<file path="src/rtl/vga_sync_ctrl_signal_gen.sv">
// VGA raster timing generator: position counters plus registered sync,
// data-enable and line/frame start pulses, all aligned to the sx/sy they describe.
module vga_sync_ctrl_signal_gen #(
  parameter int unsigned H_ACTIVE   = 640,
  parameter int unsigned H_FP       = 16,
  parameter int unsigned H_SYNC     = 96,
  parameter int unsigned H_BP       = 48,
  parameter int unsigned V_ACTIVE   = 480,
  parameter int unsigned V_FP       = 10,
  parameter int unsigned V_SYNC     = 2,
  parameter int unsigned V_BP       = 33,
  parameter bit          H_SYNC_POL = 1'b0,
  parameter bit          V_SYNC_POL = 1'b0
) (
  input  logic        clk,
  input  logic        resetn,
  output logic [15:0] sx,
  output logic [15:0] sy,
  output logic        hsync,
  output logic        vsync,
  output logic        data_enable,
  output logic        frame_pulse,
  output logic        line_pulse
);

  localparam logic [15:0] H_TOTAL  = 16'(H_ACTIVE + H_FP + H_SYNC + H_BP);
  localparam logic [15:0] V_TOTAL  = 16'(V_ACTIVE + V_FP + V_SYNC + V_BP);
  localparam logic [15:0] H_VIS    = 16'(H_ACTIVE);
  localparam logic [15:0] V_VIS    = 16'(V_ACTIVE);
  localparam logic [15:0] HS_START = 16'(H_ACTIVE + H_FP);
  localparam logic [15:0] HS_END   = 16'(H_ACTIVE + H_FP + H_SYNC);
  localparam logic [15:0] VS_START = 16'(V_ACTIVE + V_FP);
  localparam logic [15:0] VS_END   = 16'(V_ACTIVE + V_FP + V_SYNC);

  logic [15:0] next_x;
  logic [15:0] next_y;

  // Outputs are decoded from the next position so they land in the same
  // register stage as the counters themselves.
  always_comb begin
    // NOTE: every combinational output gets a default first so no path can infer a latch.
    next_x = sx + 16'd1;
    next_y = sy;
    if (sx == H_TOTAL - 16'd1) begin
      next_x = '0;
      next_y = (sy == V_TOTAL - 16'd1) ? '0 : sy + 16'd1;
    end
  end

  // Reset parks the raster at its last position so the first active edge
  // lands on (0,0) and flags the first frame.
  always_ff @(posedge clk or posedge resetn) begin
    if (resetn) begin
      sx          <= H_TOTAL - 16'd1;
      sy          <= V_TOTAL - 16'd1;
      hsync       <= ~H_SYNC_POL;
      vsync       <= ~V_SYNC_POL;
      data_enable <= 1'b0;
      frame_pulse <= 1'b0;
      line_pulse  <= 1'b0;
    end else begin
      // NOTE: non-blocking assignments so all registers update from the same pre-edge values.
      sx          <= next_x;
      sy          <= next_y;
      hsync       <= (next_x >= HS_START && next_x < HS_END) ? H_SYNC_POL : ~H_SYNC_POL;
      vsync       <= (next_y >= VS_START && next_y < VS_END) ? V_SYNC_POL : ~V_SYNC_POL;
      data_enable <= (next_x < H_VIS) && (next_y < V_VIS);
      frame_pulse <= (next_x == 16'd0) && (next_y == 16'd0);
      line_pulse  <= (next_x == 16'd0);
    end
  end

endmodule

</file>
<file path="config.mk">
export PLATFORM = sky130hd
export DESIGN_NAME = vga_sync_ctrl_signal_gen
export DESIGN_NICKNAME = d
export VERILOG_FILES = /design/src/rtl/vga_sync_ctrl_signal_gen.sv
export SDC_FILE = /design/constraint.sdc
export NUM_CORES = 1
export LEC_CHECK = 0
export ABC_AREA = 1
export CAP_MARGIN = 5
export CORE_ASPECT_RATIO = 1.5
export CORE_MARGIN = 2
export CORE_UTILIZATION = 35
export DETAILED_ROUTE_END_ITERATION = 7
export PLACE_DENSITY = 0.67
export SYNTH_ARGS = -nofsm -noshare
export SYNTH_HDL_FRONTEND = slang
export SYNTH_SLANG_ARGS = --single-unit
</file>
<file path="constraint.sdc">
create_clock -name clk -period 3.6 [get_ports clk]
set_input_delay 0.9 -clock clk [delete_from_list [all_inputs] [get_ports clk]]
set_output_delay 0.9 -clock clk [all_outputs]
set_load 0.02 [all_outputs]
</file>
==> flow_metrics.tcl, run 1 <==
set metrics [dict create \
    run_status "completed" \
    worst_vdd_rail_ir_drop_mv 0.183 \
    grt_pass1_wl_um 11700 \
    worst-endpoint-arrival_ps 1530 \
    criticalPathCategory "flop to output pin" \
    num-nets-final 408 \
    core_area_sq_mm 0.00681 \
    n_fill_cell 686 \
    path_buf_inv 1 \
    final_hold_viol_count 0 \
    first_pass_iters 4 \
    numClockSinks 37 \
    worst_setup_hold_path_clk_slew_ps 70 \
    rows 37 \
    worst_pin_slew_ps 830 \
    family_with_the_most_delay_on_the_worst_path "buffers and inverters" \
    number_of_global_route_vias_before_repair 2509 \
    routed-wl-met3_um 274 \
    synth_seq_area_share_pct 38.6 \
    number_of_synthesized_flops_with_an_enable_pin 0 \
    wl_met1_um 2630 \
    ys_types 30 \
    die-width_um 72.1 \
    h-tree-depth 2 \
    cts_tree "built" \
    via_count 2478 \
    rsz0062_at_grt "no" \
    cts-resized-gates 0 \
    fin_crit_sh_pct 67.5 \
    syn_avg_cell_area_sq_um 6.81 \
    finish.instance_area_sq_mm 0.00300 \
    via_per_inst 5.15 \
    synth_top_area_cell "sky130_fd_sc_hd__dfrtp_1" \
    final.setup.tns_ps 0 \
    drv_slew 0 \
    syn_area_sq_mm 0.00244 \
    insertedDiodeCount 0 \
    netlist_top_cells_count "97 x sky130_fd_sc_hd__nand2_1, 58 x sky130_fd_sc_hd__nor2_1, 55 x sky130_fd_sc_hd__inv_1" \
    cts_made_buffers 5 \
    floorplan.initialDensity_pct 35.8 \
    synth.net_count 363 \
    cts_root_buffer "sky130_fd_sc_hd__clkbuf_8" \
    port-buffer-count 38 \
    worst_skew_pair.late_latency_ps 290 \
    synth_top_cells_by_area "sky130_fd_sc_hd__dfrtp_1 26%, sky130_fd_sc_hd__nand2_1 15%, sky130_fd_sc_hd__dfstp_2 13%" \
    async_reset_ff_share_pct 100 \
    holdCritPathClass "flop to flop" \
    highest_layer "met4" \
    yosysMostFrequentCell "sky130_fd_sc_hd__nand2_1" \
    maximum_number_of_pins_on_one_net_before_global_route_repair 24 \
    setup_violations 0 \
    whs_ps 537 \
    slew_headroom_pct 44.6 \
    finClkSkew_ps 2.01 \
    cp-start-kind "flop" \
    dpl_worst_slack_ps 1310 \
    drc 0 \
    cp_required_ps 2700 \
    area_growth_pct 23.3 \
    boundaryPins 39 \
    detailroute.wirelength.met2_um 3720 \
    maxClockFrequency_mhz 411 \
    global_route_overflow 0 \
    yosys_most_used_dff "sky130_fd_sc_hd__dfrtp_1" \
    globalRouteTotalUtil_pct 19.8 \
    floorplan.die.height_um 106 \
    gp_congestion 0.938 \
    fin_total_pwr_uw 721 \
    max_fo_critical_path 8 \
    synthDominantCellAreaShare_pct 25.7 \
    routed_wirelength_um 6990 \
    grt_antenna_before_repair 0 \
    final_hpwl_from_detailed_placement_um 5600 \
    pwr_density_cell_mw_per_mm2 240 \
    place_area_sq_mm 0.00291 \
    setup_slack_ps 1170 \
    timing.critical_path.cells "clkdlybuf4s50_1" \
    netlist_instances 358 \
    timing.max_cap.violations 0 \
    routed_wire_length_per_instance_um 14.5 \
    synth.yosys.warnings 0 \
    worst_path_max_delay_cell "sky130_fd_sc_hd__clkdlybuf4s50_1" \
    synth.ff_latch_count 37 \
    end_kind "output pin" \
    initialDrtViolationCount 131 \
    layout_min_cycle_time_ps 2430 \
    cts-root-to-sink-buffers 2 \
    static-leakage-power_nw 1.45 \
    cts-hold-fix-buffers 0 \
    post_route_cells_drive_above_1_share_pct 10.9 \
    design.die.area_sq_mm 0.00766 \
    timing.critical_path.slowest_cell_delay_ps 630 \
    detail-route-antenna-nets 0 \
    cts.repair_timing.setup_buffer_count 0 \
]
metal layers:
metal,vias up,track usage [%]
met5,-,0
met4,0,13.1
met3,24,2.37
met2,92,35.1
met1,1153,21.5
li1,1209,-
flip-flops by register name, indices dropped and copies added, names as in the netlist:
register and count:
data_enable 1, frame_pulse 1, hsync 1, line_pulse 1, sx 16, sy 16
vsync 1
stage by stage:
step                      instances  utilization (%)
after global routing            481             44.1
after floorplan                 358                -
after detailed placement        474             42.8
after CTS                       481             44.1
after global placement          474             42.8
final                           481             44.1
logic make-up after synthesis:
| logic type | synth area share, % |
|---|---|
| AOI/OAI and AO/OA | 4.88 |
| xor gates and xnor gates | 1.80 |
| adders and majority gates | 1.54 |
| buffers and inverters | 9.75 |
| DFF | 38.6 |
| and+or+nand+nor | 43.4 |
worst paths after layout:
| check | from | endpoint | slack, ps | cells after the start |
|---|---|---|---|---|
| worst max-delay path | sy[3]$_DFF_PP1_ | sy[3] | 1170 | 1 |
| worst min-delay path | sx[0]$_DFF_PP1_ | sx[0]$_DFF_PP1_ | 540 | 1 |
| worst max register to register | sx[0]$_DFF_PP1_ | data_enable$_DFF_PP0_ | 1340 | 11 |
| worst min register to register | sx[0]$_DFF_PP1_ | sx[0]$_DFF_PP1_ | 540 | 1 |
| max in group asynchronous | resetn | sx[9]$_DFF_PP1_ | 1810 | 3 |
| min in group asynchronous | resetn | sy[5]$_DFF_PP0_ | 1080 | 2 |
final cells by class:
type	count	area [sq um]	share of cell area (%)
multi-input cells	260	1260	41.9
flip-flops and latches	37	941	31.3
repair buffers	40	395	13.2
inverters	59	221	7.37
well taps	78	97.6	3.25
clock buffers	6	82.6	2.75
clock inverters	1	7.51	0.250
cell usage in the layout (no fill, tap or decap), types with 2 or more instances in the layout:
master,instances
sky130_fd_sc_hd__nand2_2,3
sky130_fd_sc_hd__o21ai_1,2
sky130_fd_sc_hd__nor3_2,3
sky130_fd_sc_hd__dfrtp_1,25
sky130_fd_sc_hd__inv_2,4
sky130_fd_sc_hd__dfstp_2,12
sky130_fd_sc_hd__nor2_4,2
sky130_fd_sc_hd__xor2_1,4
sky130_fd_sc_hd__o21ai_2,2
sky130_fd_sc_hd__buf_4,2
sky130_fd_sc_hd__o21ai_0,10
sky130_fd_sc_hd__nand2_1,97
sky130_fd_sc_hd__inv_1,55
sky130_fd_sc_hd__nor2_2,4
sky130_fd_sc_hd__nor2_1,58
sky130_fd_sc_hd__clkdlybuf4s50_1,38
sky130_fd_sc_hd__nand4_1,15
sky130_fd_sc_hd__a21oi_1,2
sky130_fd_sc_hd__o21bai_1,3
sky130_fd_sc_hd__clkbuf_8,6
sky130_fd_sc_hd__nor3_1,6
sky130_fd_sc_hd__nand3_1,38
sky130_fd_sc_hd__ha_1,3
where the power goes:
part	total [mW]	internal, mW	switching [mW]	leakage, nW
clock	0.294	0.151	0.143	0.0433
sequential	0.416	0.416	0	0.464
combinational	0.0103	0.00241	0.00785	0.941
total	0.721	0.570	0.151	1.45
Note: power is estimated with default switching activity, not from simulation.
==> run 2, diff against run 1 <==
- clock period: 3.6 -> 2.3 ns (I/O delays scaled with it)
==> flow_metrics.tcl, run 2 (synthesized netlist as in run 1, its figures left out) <==
set metrics [dict create \
    worst_vdd_rail_ir_drop_mv 0.219 \
    cts_made_buffers 5 \
    global_route_overflow 0 \
    slew_headroom_pct 69.0 \
    cp-start-kind "flop" \
    detail-route-antenna-nets 0 \
    worst-endpoint-arrival_ps 2350 \
    routed_wire_length_per_instance_um 14.3 \
    layout.cells.most_common_list "97 x sky130_fd_sc_hd__nand2_1, 58 x sky130_fd_sc_hd__nor2_1, 55 x sky130_fd_sc_hd__inv_1" \
    criticalPathCategory "flop to flop" \
    routed_wirelength_um 6980 \
    floorplan.initialDensity_pct 35.8 \
    reg.largest.list "sx: 16 flops, sy: 16 flops" \
    ff_latch_area_sq_um 941 \
    multiInputGateArea_sq_mm 0.00128 \
    numClockSinks 37 \
    fin_total_pwr_mw 1.25 \
    gp_congestion 0.937 \
    worst_skew_pair.late_latency_ps 290 \
    static-leakage-power_nw 1.52 \
    via_count 2482 \
    globalRouteTotalUtil_pct 19.2 \
    final_hpwl_from_detailed_placement_um 5530 \
    boundaryPins 39 \
    drc 0 \
    final.setup.tns_ps 0 \
    maximum_number_of_pins_on_one_net_before_global_route_repair 38 \
    via_per_inst 5.09 \
    layout.cells.most_common "sky130_fd_sc_hd__nand2_1" \
    layout_min_cycle_time_ps 2130 \
    first_pass_iters 4 \
    maxClockFrequency_mhz 469 \
    cts-hold-fix-buffers 0 \
    cp_required_ps 2520 \
    die-width_um 72.1 \
    end_kind "flop" \
    cts.repair_timing.setup_buffer_count 0 \
    setup_violations 0 \
    port-buffer-count 38 \
    floorplan.die.height_um 106 \
    design.die.area_sq_mm 0.00766 \
    initialDrtViolationCount 156 \
    fin_crit_sh_pct 92.6 \
    rsz0062_at_grt "yes" \
    n_fill_cell 683 \
    worst_setup_hold_path_clk_slew_ps 80 \
    rows 37 \
    cts_root_buffer "sky130_fd_sc_hd__clkbuf_8" \
    cts-resized-gates 0 \
    grt_antenna_before_repair 0 \
    holdCritPathClass "flop to flop" \
    num-nets-final 414 \
    worst_pin_slew_ps 465 \
    cts_tree "built" \
    run_status "completed" \
    whs_ps 552 \
    grt_pass1_wl_um 11400 \
    number_of_global_route_vias_before_repair 2484 \
    final_hold_viol_count 0 \
    finClkSkew_ps 4.35 \
    h-tree-depth 2 \
    core_area_sq_mm 0.00681 \
    post_route_cells_drive_above_1_share_pct 13.2 \
    cts-root-to-sink-buffers 2 \
    max_fo_critical_path 9 \
    area_growth_pct 27.0 \
    pwr_density_cell_mw_per_mm2 403 \
    insertedDiodeCount 0 \
    drv_slew 0 \
    timing.max_cap.violations 0 \
]
run 2: area by class of cell:
type | count | share of cell area (%)
Multi-Input combinational cell | 260 | 41.3
Sequential cell | 37 | 30.4
Timing Repair Buffer | 46 | 14.2
Inverter | 59 | 7.16
Tap cell | 78 | 3.15
Clock buffer | 5 | 2.22
Clock inverter | 3 | 1.50
run 2: power breakdown:
part	internal [mW]	leakage [nW]	total, mW	switching, mW
Sequential	0.651	0.464	0.651	0
Combinational	0.00271	1.00	0.0152	0.0125
Clock	0.325	0.0543	0.582	0.257
Total	0.979	1.52	1.25	0.269
run 2: worst max-delay path, cell delays in order, from the launching register on:
cell,delay [ps]
sky130_fd_sc_hd__dfstp_2,570
sky130_fd_sc_hd__ha_1,190
sky130_fd_sc_hd__nand2_2,110
sky130_fd_sc_hd__inv_1,130
sky130_fd_sc_hd__nand2_2,90
sky130_fd_sc_hd__nor2_4,150
sky130_fd_sc_hd__nand2_4,100
sky130_fd_sc_hd__nand2_1,150
sky130_fd_sc_hd__nand2_1,80
sky130_fd_sc_hd__nor2_1,120
sky130_fd_sc_hd__nand2_1,70
sky130_fd_sc_hd__nor2_2,130
sky130_fd_sc_hd__nand3_1,80
sky130_fd_sc_hd__nor2_1,90
run 2: path summary, 6_finish.rpt:
path / from / endpoint / slack (ps) / depth (start not counted)
worst max-delay path: sx[0]$_DFF_PP1_ / frame_pulse$_DFF_PP0_ / 170 / 13
worst min-delay path: sx[0]$_DFF_PP1_ / sx[0]$_DFF_PP1_ / 550 / 1
worst max register to register: sx[0]$_DFF_PP1_ / frame_pulse$_DFF_PP0_ / 170 / 13
worst min register to register: sx[0]$_DFF_PP1_ / sx[0]$_DFF_PP1_ / 550 / 1
max in group asynchronous: resetn / sx[1]$_DFF_PP1_ / 1260 / 3
min in group asynchronous: resetn / sy[7]$_DFF_PP0_ / 690 / 3
run 2: routing by layer:
metal,vias to the layer above,track usage [%],wire length [um]
met3,24,2.18,267
met4,0,12.3,333
met2,81,35.3,3690
met5,-,0,0
met1,1143,20.0,2690
li1,1234,-,-
run 2: per-stage QoR:
| step | util, % | cell area, sq um | worst slack (ps) | instances |
|---|---|---|---|---|
| 2_1_floorplan | - | 2440 | 318 | 358 |
| 3_3_place_gp | 43.5 | 2960 | 194 | 480 |
| 3_5_place_dp | 43.5 | 2960 | 113 | 480 |
| 4_1_cts | 45.2 | 3070 | 94.8 | 488 |
| 5_1_grt | 45.5 | 3090 | -0.388 | 488 |
| 6_report | 45.5 | 3090 | 169 | 488 |
